`config.mk`:
```
export PLATFORM = sky130hd
export DESIGN_NAME = control_unit_seq_flat
export DESIGN_NICKNAME = d
export VERILOG_FILES = /design/src/rtl/control_unit_seq_if.sv /design/src/rtl/control_unit_seq.sv /design/src/flat_wrapper.sv
export SDC_FILE = /design/constraint.sdc
export NUM_CORES = 1
export LEC_CHECK = 0
export ABC_AREA = 1
export CAP_MARGIN = 20
export CORE_UTILIZATION = 35
export CTS_BUF_LIST = sky130_fd_sc_hd__clkbuf_8
export CTS_CLUSTER_SIZE = 16
export DETAILED_ROUTE_END_ITERATION = 8
export HOLD_SLACK_MARGIN = 0.06
export PLACE_DENSITY = 0.8
export SETUP_SLACK_MARGIN = 0.1
export SLEW_MARGIN = 20
export SYNTH_ARGS = -nofsm -noshare
export SYNTH_HDL_FRONTEND = slang
export SYNTH_SLANG_ARGS = --single-unit
```
`constraint.sdc`:
```
create_clock -name clock -period 1.31 [get_ports clock]
set_clock_uncertainty 0.1 [all_clocks]
set_input_delay 0.1965 -clock clock [delete_from_list [all_inputs] [get_ports clock]]
set_output_delay 0.1965 -clock clock [all_outputs]
set_load 0.02 [all_outputs]
```
`src/rtl/control_unit_seq_if.sv`:
```
// Bundles the control unit's run/instruction inputs and its datapath enables.
// "master" is the control unit side, "slave" is the datapath that supplies IR and g_nz.
interface control_unit_seq_if #(
    parameter int NUM_REGS = 8,
    parameter int RSEL_W   = 3,
    parameter int IR_W     = 3 + 2 * RSEL_W
);
    logic                run;
    logic [IR_W-1:0]     IR;
    logic                g_nz;
    logic                IRin;
    logic                DINout;
    logic [NUM_REGS-1:0] Rout;
    logic [NUM_REGS-1:0] Rin;
    logic                Ain;
    logic                Gin;
    logic                Gout;
    logic [1:0]          alu_op;
    logic                done;
    logic                busy;
    logic [1:0]          step;

    modport master (
        input  run, IR, g_nz,
        output IRin, DINout, Rout, Rin, Ain, Gin, Gout, alu_op, done, busy, step
    );

    modport slave (
        output run, IR, g_nz,
        input  IRin, DINout, Rout, Rin, Ain, Gin, Gout, alu_op, done, busy, step
    );
endinterface

```
`src/rtl/control_unit_seq.sv`:
```
// Self-sequencing control unit: owns the T0..T3 step counter and decodes IR into
// register-file, A/G, bus-mux and IR-load enables for the basic CPU datapath.
module control_unit_seq #(
    parameter int NUM_REGS = 8,
    parameter int RSEL_W   = 3,
    parameter int IR_W     = 3 + 2 * RSEL_W
) (
    input logic             clock,
    input logic             resetn,
    control_unit_seq_if.master bus
);
    typedef enum logic [1:0] {
        T0 = 2'b00,
        T1 = 2'b01,
        T2 = 2'b10,
        T3 = 2'b11
    } step_t;

    localparam logic [2:0] OP_NOP  = 3'b000;
    localparam logic [2:0] OP_MV   = 3'b001;
    localparam logic [2:0] OP_ADD  = 3'b010;
    localparam logic [2:0] OP_SUB  = 3'b011;
    localparam logic [2:0] OP_MVI  = 3'b100;
    localparam logic [2:0] OP_MVNZ = 3'b101;
    localparam logic [2:0] OP_AND  = 3'b110;
    localparam logic [2:0] OP_RSV  = 3'b111;

    step_t               state, next_state;
    logic [2:0]          opcode;
    logic [RSEL_W-1:0]   rx, ry;
    logic [NUM_REGS-1:0] rx_hot, ry_hot;
    logic                is_alu;

    logic                irin, dinout, ain, gin, gout, done;
    logic [NUM_REGS-1:0] rout, rin;
    logic [1:0]          alu_op;

    // Indices at or above NUM_REGS match no bit, so out-of-range selects drive nothing.
    function automatic logic [NUM_REGS-1:0] decode_reg(input logic [RSEL_W-1:0] idx);
        logic [NUM_REGS-1:0] hot;
        hot = '0;
        for (int i = 0; i < NUM_REGS; i++) begin
            if (int'(idx) == i) hot[i] = 1'b1;
        end
        return hot;
    endfunction

    assign opcode = bus.IR[IR_W-1 -: 3];
    assign rx     = bus.IR[2*RSEL_W-1 -: RSEL_W];
    assign ry     = bus.IR[RSEL_W-1:0];
    assign rx_hot = decode_reg(rx);
    assign ry_hot = decode_reg(ry);
    assign is_alu = (opcode == OP_ADD) || (opcode == OP_SUB) || (opcode == OP_AND);

    always_ff @(posedge clock or negedge resetn) begin
        if (!resetn) state <= T0;
        else         state <= next_state;
    end

    always_comb begin
        irin       = 1'b0;
        dinout     = 1'b0;
        rout       = '0;
        rin        = '0;
        ain        = 1'b0;
        gin        = 1'b0;
        gout       = 1'b0;
        alu_op     = 2'b00;
        done       = 1'b0;
        next_state = state;

        case (state)
            T0: begin
                if (bus.run) irin = 1'b1;
            end
            T1: begin
                case (opcode)
                    OP_NOP, OP_RSV: done = 1'b1;
                    OP_MV: begin
                        rout = ry_hot;
                        rin  = rx_hot;
                        done = 1'b1;
                    end
                    OP_MVI: begin
                        dinout = 1'b1;
                        rin    = rx_hot;
                        done   = 1'b1;
                    end
                    OP_MVNZ: begin
                        if (bus.g_nz) begin
                            rout = ry_hot;
                            rin  = rx_hot;
                        end
                        done = 1'b1;
                    end
                    default: begin
                        rout = rx_hot;
                        ain  = 1'b1;
                    end
                endcase
            end
            T2: begin
                if (is_alu) begin
                    rout = ry_hot;
                    gin  = 1'b1;
                    case (opcode)
                        OP_ADD:  alu_op = 2'b01;
                        OP_SUB:  alu_op = 2'b10;
                        OP_AND:  alu_op = 2'b11;
                        default: alu_op = 2'b00;
                    endcase
                end
            end
            T3: begin
                if (is_alu) begin
                    gout = 1'b1;
                    rin  = rx_hot;
                    done = 1'b1;
                end
            end
            default: ;
        endcase

        // run only matters in T0; once started an instruction always runs to done.
        if (done)             next_state = T0;
        else if (state == T0) next_state = bus.run ? T1 : T0;
        else                  next_state = step_t'(state + 2'd1);
    end

    // Holding reset forces every output low, including a fetch requested by run.
    assign bus.IRin   = resetn & irin;
    assign bus.DINout = resetn & dinout;
    assign bus.Rout   = resetn ? rout : '0;
    assign bus.Rin    = resetn ? rin  : '0;
    assign bus.Ain    = resetn & ain;
    assign bus.Gin    = resetn & gin;
    assign bus.Gout   = resetn & gout;
    assign bus.alu_op = resetn ? alu_op : 2'b00;
    assign bus.done   = resetn & done;
    assign bus.busy   = resetn & (state != T0);
    assign bus.step   = state;
endmodule

```
`src/flat_wrapper.sv`:
```
// flat-port wrapper written by rule: the top's interface ports become plain ports
module control_unit_seq_flat 
#(
    parameter int NUM_REGS = 8,
    parameter int RSEL_W   = 3,
    parameter int IR_W     = 3 + 2 * RSEL_W
)
  (clock, resetn, bus_run, bus_IR, bus_g_nz, bus_IRin, bus_DINout, bus_Rout, bus_Rin, bus_Ain, bus_Gin, bus_Gout, bus_alu_op, bus_done, bus_busy, bus_step);
  control_unit_seq_if #(.NUM_REGS(NUM_REGS), .RSEL_W(RSEL_W), .IR_W(IR_W)) bus_i ();
  input logic clock;
  input logic resetn;
  input wire logic [$bits(bus_i.run)-1:0] bus_run;
  input wire logic [$bits(bus_i.IR)-1:0] bus_IR;
  input wire logic [$bits(bus_i.g_nz)-1:0] bus_g_nz;
  output wire logic [$bits(bus_i.IRin)-1:0] bus_IRin;
  output wire logic [$bits(bus_i.DINout)-1:0] bus_DINout;
  output wire logic [$bits(bus_i.Rout)-1:0] bus_Rout;
  output wire logic [$bits(bus_i.Rin)-1:0] bus_Rin;
  output wire logic [$bits(bus_i.Ain)-1:0] bus_Ain;
  output wire logic [$bits(bus_i.Gin)-1:0] bus_Gin;
  output wire logic [$bits(bus_i.Gout)-1:0] bus_Gout;
  output wire logic [$bits(bus_i.alu_op)-1:0] bus_alu_op;
  output wire logic [$bits(bus_i.done)-1:0] bus_done;
  output wire logic [$bits(bus_i.busy)-1:0] bus_busy;
  output wire logic [$bits(bus_i.step)-1:0] bus_step;
  assign bus_i.run = bus_run;
  assign bus_i.IR = bus_IR;
  assign bus_i.g_nz = bus_g_nz;
  assign bus_IRin = bus_i.IRin;
  assign bus_DINout = bus_i.DINout;
  assign bus_Rout = bus_i.Rout;
  assign bus_Rin = bus_i.Rin;
  assign bus_Ain = bus_i.Ain;
  assign bus_Gin = bus_i.Gin;
  assign bus_Gout = bus_i.Gout;
  assign bus_alu_op = bus_i.alu_op;
  assign bus_done = bus_i.done;
  assign bus_busy = bus_i.busy;
  assign bus_step = bus_i.step;
  control_unit_seq #(.NUM_REGS(NUM_REGS), .RSEL_W(RSEL_W), .IR_W(IR_W)) u_core (.clock(clock), .resetn(resetn), .bus(bus_i));
endmodule
```
==> impl_metrics.json, run 1 <==
{
  "outcome": "aborted with a tool error",
  "stop_stage": "clock tree synthesis (4_1_cts)",
  "first-error": "[ERROR DPL-0038] Utilization greater than 100%, impossible to legalize",
  "cts.sinks": 2,
  "placement.io_buffers": 39,
  "post-cts-setup-buffers": 3,
  "gpl.final_weighted_congestion": 0.8361,
  "syn-num-nets": 160,
  "cts_buffers": 3,
  "htreeDepth": 1,
  "synth_largest_type_area_fraction_pct": 30.00,
  "clock_path_buffers": 2,
  "yosysWarningCount": 0,
  "die_height_um": 46.34,
  "fp-row-count": 15,
  "initial_core_util_pct": 38.60,
  "die-width_um": 46.34,
  "mappedNetlistArea_um2": 688.2,
  "syn-instance-count": 143,
  "num_io_pins": 40,
  "synth-seq-cells": 2,
  "master_cell_of_the_clock_root_buffer": "sky130_fd_sc_hd__clkbuf_8",
  "synth.yosys.seq_area_share_pct": 7.273,
  "synth_cell_type_count": 20,
  "dpl.hpwl_um": 2502,
  "pre_cts_ws_ns": -1.093,
  "cts-resized-gates": 220,
  "synthDominantAreaCellType": "sky130_fd_sc_hd__nand2_1",
  "yosys-top-cells-area": "sky130_fd_sc_hd__nand2_1 30%, sky130_fd_sc_hd__nor2_1 17%, sky130_fd_sc_hd__inv_1 13%",
  "synth.avg_cell_area_um2": 4.812,
  "holdBufCountCts": 0
}
synthesized netlist by cell type:
| cell | number |
|---|---|
| sky130_fd_sc_hd__dfrtp_1 | 2 |
| sky130_fd_sc_hd__inv_2 | 5 |
| sky130_fd_sc_hd__nor2_1 | 31 |
| sky130_fd_sc_hd__buf_6 | 1 |
| sky130_fd_sc_hd__buf_4 | 1 |
| sky130_fd_sc_hd__o21a_1 | 1 |
| sky130_fd_sc_hd__and3_1 | 1 |
| sky130_fd_sc_hd__nor2_2 | 1 |
| sky130_fd_sc_hd__nor4_1 | 1 |
| sky130_fd_sc_hd__nor2_4 | 1 |
| sky130_fd_sc_hd__o21ai_2 | 1 |
| sky130_fd_sc_hd__ha_1 | 4 |
| sky130_fd_sc_hd__nand3_1 | 2 |
| sky130_fd_sc_hd__inv_1 | 23 |
| sky130_fd_sc_hd__a21oi_1 | 8 |
| sky130_fd_sc_hd__a21oi_2 | 1 |
| sky130_fd_sc_hd__nor3_1 | 2 |
| sky130_fd_sc_hd__nand4_1 | 1 |
| sky130_fd_sc_hd__nand2_1 | 55 |
| sky130_fd_sc_hd__nor2_8 | 1 |
logic make-up after synthesis:
family,share of synthesized area (%)
buf+inv,18.00
fa+ha+maj,7.273
compound gates,9.456
flops,7.273
simple gates,58.00
stage by stage:
stage | hold WS (ns) | std cells | utilization [%] | instance area, µm² | TNS (ns)
2_1_floorplan | -0.1991 | 143 | - | 927.1 | -5.006
3_5_place_dp | 0.5216 | 241 | 89.54 | 1597 | -25.67
3_3_place_gp | 0.5359 | 241 | 89.54 | 1597 | -24.31
==> run 2: changes to the inputs <==
Settings changed: CORE_AREA from default to 2 2 63 65, CORE_UTILIZATION 35 to default, CTS_BUF_LIST sky130_fd_sc_hd__clkbuf_8 to default, CTS_CLUSTER_SIZE 16 to default, DIE_AREA from default to 0 0 65 67, HOLD_SLACK_MARGIN 0.06 to default, PLACE_DENSITY 0.8 to default, PLACE_DENSITY_LB_ADDON from default to 0.15, SETUP_SLACK_MARGIN 0.1 to default.
Clock period 1.31 ns to 1.7 ns, I/O delays scaled along.
==> impl_metrics.json, run 2 <==
{
  "detail_route.wl_per_cell_um": 11.06,
  "synthDominantAreaCellType": "sky130_fd_sc_hd__nand2_1",
  "irDropWorstVdd_v": 0.0006422,
  "syn-instance-count": 143,
  "slew_violations": 0,
  "dpl.hpwl_um": 2023,
  "grt_overflow": 0,
  "synth_cell_type_count": 20,
  "worst_setup_path_start_kind": "register",
  "clk_latency_ns": 0.21,
  "gpl.final_weighted_congestion": 0.8478,
  "setup_viol": 20,
  "drive_above_1_share_pct": 64.41,
  "final_cell_area_mm2": 0.001878,
  "drt_first_pass_iters": 4,
  "master_cell_of_the_clock_root_buffer": "sky130_fd_sc_hd__clkbuf_8",
  "first_iter_violations": 51,
  "routed_wl_um": 2985,
  "fin_util_pct": 52.08,
  "routed_vias": 1128,
  "failing_checks": "negative setup slack",
  "synth.avg_cell_area_um2": 4.812,
  "power_frac_seq_pct": 6.9,
  "dominantRegCellSynth": "sky130_fd_sc_hd__dfrtp_1",
  "mostFrequentLayoutCells": "43 x sky130_fd_sc_hd__nand2_1, 34 x sky130_fd_sc_hd__buf_4, 27 x sky130_fd_sc_hd__buf_6",
  "insertedDiodeCount": 0,
  "mappedNetlistArea_um2": 688.2,
  "cp.arrival_ns": 1.51,
  "timing_hold_violations_final": 0,
  "clock_path_buffers": 2,
  "number_of_flip_flops_under_the_largest_register_name": 2,
  "power_frac_clock_pct": 12.3,
  "cts_buffers": 3,
  "share_comb_of_total_power_pct": 80.8,
  "leakage_nw": 0.9303,
  "dpl_cell_area_mm2": 0.001381,
  "grt_pass1_wl_um": 4602,
  "final_cell_count_no_fill": 270,
  "crit_path_start": "u_core.bus.step[0]",
  "antenna_violations_before_repair": 0,
  "die_height_um": 67,
  "cp_data_required_time_ns": 1.34,
  "timing.setup.critical_path_class": "register to primary output",
  "switching_share_of_power_pct": 47.48,
  "unrepaired_setup_endpoints_after_global_routing": "true",
  "final.min_clock_period_ns": 1.861,
  "fp.coreArea_mm2": 0.003606,
  "placement.io_buffers": 39,
  "cellInternalPower_mw": 0.7967,
  "synth_commonest_cells": "55 x sky130_fd_sc_hd__nand2_1, 31 x sky130_fd_sc_hd__nor2_1, 23 x sky130_fd_sc_hd__inv_1",
  "viasPerCell": 4.178,
  "synth-seq-cells": 2,
  "setup_ws_ns": -0.1610,
  "r2r-start": "u_core.bus.step[0]",
  "design.die.area_mm2": 0.004355,
  "fp-row-count": 22,
  "die-width_um": 65,
  "area_growth_pct": 172.9,
  "max-slew-margin-rel_pct": 84.54,
  "synthArstFlopShare_pct": 100.0,
  "synth_enable_flop_cells": 0,
  "mostFrequentLayoutCell": "sky130_fd_sc_hd__nand2_1",
  "max_clock_freq_mhz": 537.4,
  "outcome": "finished, violations left",
  "timing_worst_slew_pin_value_ns": 0.2328,
  "min-delay-path-class": "input port to async pin",
  "yosysWarningCount": 0,
  "first_global_vias": 1131,
  "grt_start_max_net_pins": 10,
  "cts_tree": "done",
  "crit_path_max_fanout": 8,
  "syn-num-nets": 160,
  "power.net_switching_mw": 0.7204,
  "num_io_pins": 40,
  "clk_transition_reported_paths_ns": 0.03,
  "synthMostInstantiatedCell": "sky130_fd_sc_hd__nand2_1",
  "yosys-top-cells-area": "sky130_fd_sc_hd__nand2_1 30%, sky130_fd_sc_hd__nor2_1 17%, sky130_fd_sc_hd__inv_1 13%",
  "period_utilization_pct": 109.5,
  "pre_cts_ws_ns": -0.7968,
  "cap_violations": 0,
  "placedCellCount": 256,
  "synth.yosys.seq_area_share_pct": 7.273,
  "power_per_cell_area_mw_per_mm2": 807.8,
  "grt_usage_pct": 13.59,
  "cts.sinks": 2,
  "antenna_violation_net_count_after_detailed_routing": 0,
  "drcViolationCount": 0,
  "final_net_count": 241,
  "synth_largest_type_area_fraction_pct": 30.00,
  "initial_core_util_pct": 19.08,
  "htreeDepth": 1,
  "end_kind": "primary output"
}
[run 2: cell counts after synthesis]
No cell type changed its count.
[run 2: layer usage]
layer  vias to the layer above  global-route usage (%)  part of all wire, %
li1                        584                       -                    -
met3                         0                   2.872                  4.8
met4                         0                   3.989                    0
met5                         -                       0                    0
met2                        28                   26.80                   57
met1                       516                   14.27                   38
[run 2: critical path, stage by stage (launching register included)]
cell and delay (ns):
sky130_fd_sc_hd__dfrtp_2 0.42, sky130_fd_sc_hd__inv_2 0.09, sky130_fd_sc_hd__ha_4 0.14, sky130_fd_sc_hd__inv_4 0.05, sky130_fd_sc_hd__nor2_8 0.12, sky130_fd_sc_hd__buf_12 0.16, sky130_fd_sc_hd__nand2_4 0.05, sky130_fd_sc_hd__a21oi_2 0.13
sky130_fd_sc_hd__buf_6 0.13
[run 2: cell type report]
cell class / count / area, µm²
clock buffer: 3 / 41.29
fill: 386 / 1728
inverter: 28 / 120.1
multi-input combinational: 111 / 877.1
sequential: 2 / 52.55
tap: 48 / 60.06
timing repair buffer: 78 / 726.9
[run 2: timing repair]
| action | in CTS | in global routing |
|---|---|---|
| gates resized for setup | 192 | 61 |
| endpoints found under the hold margin | 0 | 2 |
| pin swaps | 16 | 11 |
| endpoints found under the setup margin | 25 | 25 |
| buffers inserted | 7 | 5 |
| hold buffers | 0 | 1 |
[run 2: final timing paths]
path                                            to  slack (ns)  cells past startpoint
worst max-delay path                   bus_Rout[4]       -0.16                      8
worst min-delay path            u_core.bus.step[1]        0.52                      3
worst max register to register  u_core.bus.step[1]        0.35                      7
worst min register to register  u_core.bus.step[0]        0.61                      3
max in group asynchronous       u_core.bus.step[0]        0.88                      3
min in group clock              u_core.bus.step[0]        0.61                      3
[run 2: kinds of logic after synthesis]
group | count (synthesis) | share of synthesized area (%)
compound gates | 11 | 9.456
buf+inv | 30 | 18.00
fa+ha+maj | 4 | 7.273
flops | 2 | 7.273
simple gates | 96 | 58.00
[run 2: through the flow]
step | hold slack, ns | power (mW) | TNS, ns
after detailed placement | 0.5795 | 0.9385 | -17.26
after global placement | 0.5762 | 0.9289 | -16.67
after floorplan | -0.1406 | 0.5483 | -0.2572
after CTS | 0.1506 | 1.305 | -2.650
final | 0.5193 | 1.517 | -2.611
after global routing | 0.5464 | 1.627 | -3.966
[run 2: power by group through the flow]
stage	logic, mW	clock network, mW	registers (mW)
after global placement	0.822	0	0.107
after floorplan	0.414	0	0.134
final	1.23	0.186	0.105
after global routing	1.32	0.195	0.108
after CTS	1.00	0.193	0.109
after detailed placement	0.831	0	0.108
Power figures use the tool's default switching activity.
==> run 3: changes to the inputs <==
Settings changed: ABC_AREA 1 to 0, SETUP_SLACK_MARGIN from default to 0.4, SLEW_MARGIN 20 to default.
==> impl_metrics.json, run 3 <==
{
  "switching_share_of_power_pct": 42.43,
  "area_growth_pct": 186.2,
  "routed_wl_um": 2797,
  "clk_transition_reported_paths_ns": 0.03,
  "dominantRegCellSynth": "sky130_fd_sc_hd__dfrtp_1",
  "gpl.final_weighted_congestion": 0.7104,
  "yosysWarningCount": 0,
  "placement.io_buffers": 39,
  "cellInternalPower_mw": 0.9282,
  "synth_largest_type_area_fraction_pct": 9.962,
  "outcome": "finished, violations left",
  "cts_tree": "done",
  "final_net_count": 187,
  "final_cell_count_no_fill": 216,
  "master_cell_of_the_clock_root_buffer": "sky130_fd_sc_hd__clkbuf_8",
  "finalPower_mw": 1.612,
  "setup_viol": 23,
  "multi_input_area_um2": 920.9,
  "setup_ws_ns": -0.3034,
  "fp-row-count": 22,
  "power.net_switching_mw": 0.6841,
  "max-slew-margin-rel_pct": 78.85,
  "drt_first_pass_iters": 4,
  "slew_violations": 0,
  "worst_setup_path_start_kind": "register",
  "cts.sinks": 2,
  "synthDominantAreaCellType": "sky130_fd_sc_hd__nand3_1",
  "synth-seq-cells": 2,
  "cp_data_required_time_ns": 1.34,
  "viasPerCell": 4.667,
  "grt_overflow": 0,
  "grt_pass1_wl_um": 4657,
  "die-width_um": 65,
  "design.die.area_mm2": 0.004355,
  "synthMostInstantiatedCell": "sky130_fd_sc_hd__nand3_1",
  "clk_latency_ns": 0.21,
  "fin_util_pct": 51.84,
  "synth.avg_cell_area_um2": 6.948,
  "end_kind": "primary output",
  "timing.setup.critical_path_class": "register to primary output",
  "drive_above_1_share_pct": 75.00,
  "leakage_nw": 0.7096,
  "synth.yosys.seq_area_share_pct": 7.663,
  "max_clock_freq_mhz": 499.1,
  "drcViolationCount": 0,
  "dpl.hpwl_um": 1988,
  "unrepaired_setup_endpoints_after_global_routing": "true",
  "mostFrequentLayoutCells": "28 x sky130_fd_sc_hd__buf_4, 27 x sky130_fd_sc_hd__buf_6, 9 x sky130_fd_sc_hd__nand3_2",
  "syn-instance-count": 94,
  "htreeDepth": 1,
  "synth_enable_flop_cells": 0,
  "cp.arrival_ns": 1.65,
  "first_global_vias": 1051,
  "mappedNetlistArea_um2": 653.1,
  "placedCellCount": 202,
  "detail_route.wl_per_cell_um": 12.95,
  "final.min_clock_period_ns": 2.003,
  "synthArstFlopShare_pct": 100.0,
  "synth_commonest_cells": "13 x sky130_fd_sc_hd__nand3_1, 8 x sky130_fd_sc_hd__a31oi_1, 8 x sky130_fd_sc_hd__nand4_1",
  "cts_buffers": 3,
  "antenna_violation_net_count_after_detailed_routing": 0,
  "antenna_violations_before_repair": 0,
  "yosys-top-cells-area": "sky130_fd_sc_hd__nand3_1 10%, sky130_fd_sc_hd__a31oi_1 7.7%, sky130_fd_sc_hd__dfrtp_1 7.7%",
  "pre_cts_ws_ns": -0.9007,
  "num_io_pins": 40,
  "syn-num-nets": 111,
  "initial_core_util_pct": 18.11,
  "power_per_cell_area_mw_per_mm2": 862.5,
  "insertedDiodeCount": 0,
  "timing_worst_slew_pin_value_ns": 0.3162,
  "power_frac_seq_pct": 7.2,
  "clock_path_buffers": 2,
  "number_of_flip_flops_under_the_largest_register_name": 2,
  "min-delay-path-class": "input port to async pin",
  "failing_checks": "negative setup slack",
  "irDropWorstVdd_v": 0.0004312,
  "crit_path_max_fanout": 8,
  "period_utilization_pct": 117.8,
  "holdBufCountCts": 0,
  "first_iter_violations": 51,
  "worst_hold_slack_after_final_layout_ns": 0.06210,
  "die_height_um": 67,
  "fillCellCount": 341,
  "sequential_cell_area_um2": 52.55,
  "synth_cell_type_count": 30,
  "share_comb_of_total_power_pct": 81.2,
  "fp.coreArea_mm2": 0.003606,
  "power_frac_clock_pct": 11.6,
  "grt_start_max_net_pins": 10,
  "timing_hold_violations_final": 0,
  "mostFrequentLayoutCell": "sky130_fd_sc_hd__buf_4",
  "cap_violations": 0,
  "grt_usage_pct": 13.34,
  "routed_vias": 1008
}
run 3: critical path: stages (launching register included):
cell and delay (ns):
sky130_fd_sc_hd__dfrtp_2 0.45, sky130_fd_sc_hd__ha_4 0.19, sky130_fd_sc_hd__and3b_2 0.21, sky130_fd_sc_hd__a32oi_4 0.21, sky130_fd_sc_hd__buf_12 0.17, sky130_fd_sc_hd__nor3b_2 0.05, sky130_fd_sc_hd__buf_4 0.15
run 3: worst paths after layout:
path | from | end | slack [ns] | cells after the start
worst min register to register | u_core.bus.step[1] | u_core.bus.step[1] | 0.76 | 4
worst max register to register | u_core.bus.step[1] | u_core.bus.step[1] | 0.23 | 7
worst min-delay path | resetn | u_core.bus.step[0] | 0.06 | 2
min in group clock | bus_run | u_core.bus.step[0] | 0.75 | 5
max in group asynchronous | resetn | u_core.bus.step[1] | 1.31 | 2
worst max-delay path | u_core.bus.step[0] | bus_Rin[1] | -0.30 | 6
run 3: logic make-up (layout without fill, tap and decap cells):
family | count (synthesis) | after routing | share of synthesized area [%]
simple gates | 66 | 66 | 60.16
compound gates | 11 | 11 | 13.79
buf+inv | 9 | 83 | 7.855
fa+ha+maj | 4 | 4 | 7.663
flops | 2 | 2 | 7.663
xor+xnor | 1 | 1 | 1.341
mux | 1 | 1 | 1.533
run 3: cell type report:
| cell class | count | area share (%) |
|---|---|---|
| Inverter | 2 | 0.4016 |
| Sequential cell | 2 | 2.811 |
| Timing Repair Buffer | 78 | 42.10 |
| Tap cell | 48 | 3.213 |
| Multi-Input combinational cell | 83 | 49.26 |
| Clock buffer | 3 | 2.209 |
run 3: metrics by stage:
| stage | area (µm²) | TNS (ns) |
|---|---|---|
| after global routing | 1869 | -6.570 |
| after detailed placement | 1564 | -18.35 |
| after global placement | 1564 | -18.00 |
| after CTS | 1784 | -5.884 |
| final | 1869 | -5.132 |
| after floorplan | 913.4 | -1.422 |
run 3: per-layer routing:
metal | vias to the layer above | track usage [%] | routed length [µm]
li1 | 501 | - | -
met1 | 470 | 17.09 | 1196
met2 | 37 | 23.07 | 1435
met3 | 0 | 1.351 | 165
met4 | 0 | 4.787 | 0
met5 | - | 0 | 0
run 3: what timing repair did:
item,in CTS,in global routing
setup buffers,8,2
resized for setup,178,18
pin swaps,19,6
endpoints found under the setup margin,29,29
cloned,1,0
run 3: power groups by stage:
stage                     Sequential, mW  Clock [mW]  Combinational [mW]
final                              0.117       0.187                1.31
after global routing               0.120       0.205                1.40
after CTS                          0.109       0.194                1.22
after detailed placement           0.108           0                1.01
after global placement             0.105           0                1.00
after floorplan                    0.139           0               0.521
==> run 4: changes to the inputs <==
Settings changed: ABC_AREA 0 to 1.
Clock period 1.7 ns to 1.84 ns, I/O delays scaled along.
==> impl_metrics.json, run 4 (synthesized netlist as in run 2, its figures left out) <==
{
  "outcome": "finished, violations left",
  "fillCellCount": 358,
  "fp.coreArea_mm2": 0.003606,
  "num_io_pins": 40,
  "grt_pass1_wl_um": 4933,
  "design.die.area_mm2": 0.004355,
  "timing.setup.critical_path_class": "register to primary output",
  "use_met2_pct": 26.03,
  "master_cell_of_the_clock_root_buffer": "sky130_fd_sc_hd__clkbuf_8",
  "power_per_cell_area_mw_per_mm2": 748.7,
  "final.min_clock_period_ns": 1.951,
  "placedCellCount": 263,
  "worst_setup_path_start_kind": "register",
  "met3_usage_pct": 1.014,
  "final_net_count": 251,
  "cts_buffers": 3,
  "cap_violations": 0,
  "finalPower_mw": 1.489,
  "number_of_flip_flops_under_the_largest_register_name": 2,
  "grt_usage_pct": 14.22,
  "max-slew-margin-rel_pct": 86.22,
  "period_utilization_pct": 106.0,
  "detail_route.wl_per_cell_um": 10.48,
  "die-width_um": 65,
  "timing_hold_violations_final": 0,
  "setup_viol": 19,
  "drive_above_1_share_pct": 68.10,
  "viasPerCell": 4.068,
  "grt_overflow": 0,
  "setup_ws_ns": -0.1112,
  "clk_transition_reported_paths_ns": 0.03,
  "routed_wl_um": 2935,
  "irDropWorstVdd_v": 0.0009515,
  "area_growth_pct": 188.9,
  "clock_path_buffers": 2,
  "drt_first_pass_iters": 4,
  "cts.sinks": 2,
  "max_clock_freq_mhz": 512.5,
  "routed_vias": 1139,
  "gpl.final_weighted_congestion": 0.8327,
  "mostFrequentLayoutCells": "41 x sky130_fd_sc_hd__buf_4, 40 x sky130_fd_sc_hd__nand2_1, 29 x sky130_fd_sc_hd__buf_6",
  "grt-busiest-layer": "met2",
  "final_cell_count_no_fill": 280,
  "leakage_nw": 0.9236,
  "cts_tree": "done",
  "slew_violations": 0,
  "timing_worst_slew_pin_value_ns": 0.2064,
  "fp-row-count": 22,
  "drcViolationCount": 0,
  "first_iter_violations": 20,
  "htreeDepth": 1,
  "placement.io_buffers": 39,
  "failing_checks": "negative setup slack",
  "die_height_um": 67,
  "insertedDiodeCount": 0,
  "antenna_violation_net_count_after_detailed_routing": 0,
  "first_global_vias": 1125,
  "dpl.hpwl_um": 2201,
  "crit_path_max_fanout": 5,
  "antenna_violations_before_repair": 0,
  "initial_core_util_pct": 19.08,
  "mostFrequentLayoutCell": "sky130_fd_sc_hd__buf_4",
  "clk_latency_ns": 0.21,
  "grt_start_max_net_pins": 9,
  "cp_data_required_time_ns": 1.46,
  "min-delay-path-class": "input port to async pin",
  "end_kind": "primary output",
  "cp.arrival_ns": 1.58,
  "global_route.usage.met1_pct": 17.57,
  "unrepaired_setup_endpoints_after_global_routing": "true"
}
==> run 4: critical path, stage by stage, from the launching register on <==
cell and delay [ns]:
sky130_fd_sc_hd__dfrtp_2 0.41, sky130_fd_sc_hd__inv_2 0.08, sky130_fd_sc_hd__ha_4 0.14, sky130_fd_sc_hd__inv_4 0.03, sky130_fd_sc_hd__nor2_1 0.10, sky130_fd_sc_hd__nand4_1 0.11, sky130_fd_sc_hd__nand2_2 0.11, sky130_fd_sc_hd__inv_4 0.06
sky130_fd_sc_hd__buf_12 0.13, sky130_fd_sc_hd__nor2_4 0.07, sky130_fd_sc_hd__buf_6 0.12
==> run 4: worst paths after layout <==
path / endpoint / depth (start not counted) / startpoint / slack, ns
max in group asynchronous: u_core.bus.step[0] / 3 / resetn / 0.95
min: u_core.bus.step[1] / 3 / resetn / 0.55
max reg2reg: u_core.bus.step[1] / 9 / u_core.bus.step[1] / 0.34
min reg2reg: u_core.bus.step[0] / 3 / u_core.bus.step[0] / 0.64
max: bus_Rin[1] / 10 / u_core.bus.step[1] / -0.11
min in group clock: u_core.bus.step[0] / 3 / u_core.bus.step[0] / 0.64
==> run 4: final cells by class <==
cell class | instances | area [µm²] | share of cell area (%)
repair buffers | 87 | 814.5 | 40.97
clock buffers | 3 | 41.29 | 2.077
flip-flops and latches | 2 | 52.55 | 2.643
well taps | 48 | 60.06 | 3.021
multi-input cells | 112 | 904.6 | 45.50
inverters | 28 | 115.1 | 5.790
==> run 4: metrics by stage <==
| step | setup slack, ns | hold slack [ns] | instance area (µm²) | TNS (ns) | util [%] |
|---|---|---|---|---|---|
| 2_1_floorplan | 0.1159 | -0.1196 | 912.1 | 0 | - |
| 3_3_place_gp | -0.7393 | 0.6046 | 1603 | -15.75 | 44.45 |
| 3_5_place_dp | -0.7905 | 0.6110 | 1603 | -16.41 | 44.45 |
| 4_1_cts | -0.07956 | 0.1340 | 1831 | -1.067 | 50.76 |
| 5_1_grt | -0.2456 | 0.5768 | 1988 | -3.004 | 55.14 |
| 6_report | -0.1112 | 0.5470 | 1988 | -1.015 | 55.14 |
==> run 4: power breakdown <==
part	switching (mW)	internal [mW]	leakage, nW
logic	0.663	0.551	0.880
clock network	0.0328	0.138	0.0216
registers	0.0315	0.0724	0.0222
total	0.727	0.762	0.924
==> run 4: timing repair <==
action,in CTS,in global routing
resized for setup,186,45
endpoints found under the setup margin,29,29
hold buffers,0,1
buffers inserted,9,3
hold endpoints to repair,0,2
gates cloned,1,0
pin swaps,11,14
==> run 4: layer usage <==
metal / up-vias / share of wire [%]
li1: 604 / -
met1: 507 / 42
met2: 26 / 54
met3: 2 / 3.3
met4: 0 / 0.85
met5: - / 0
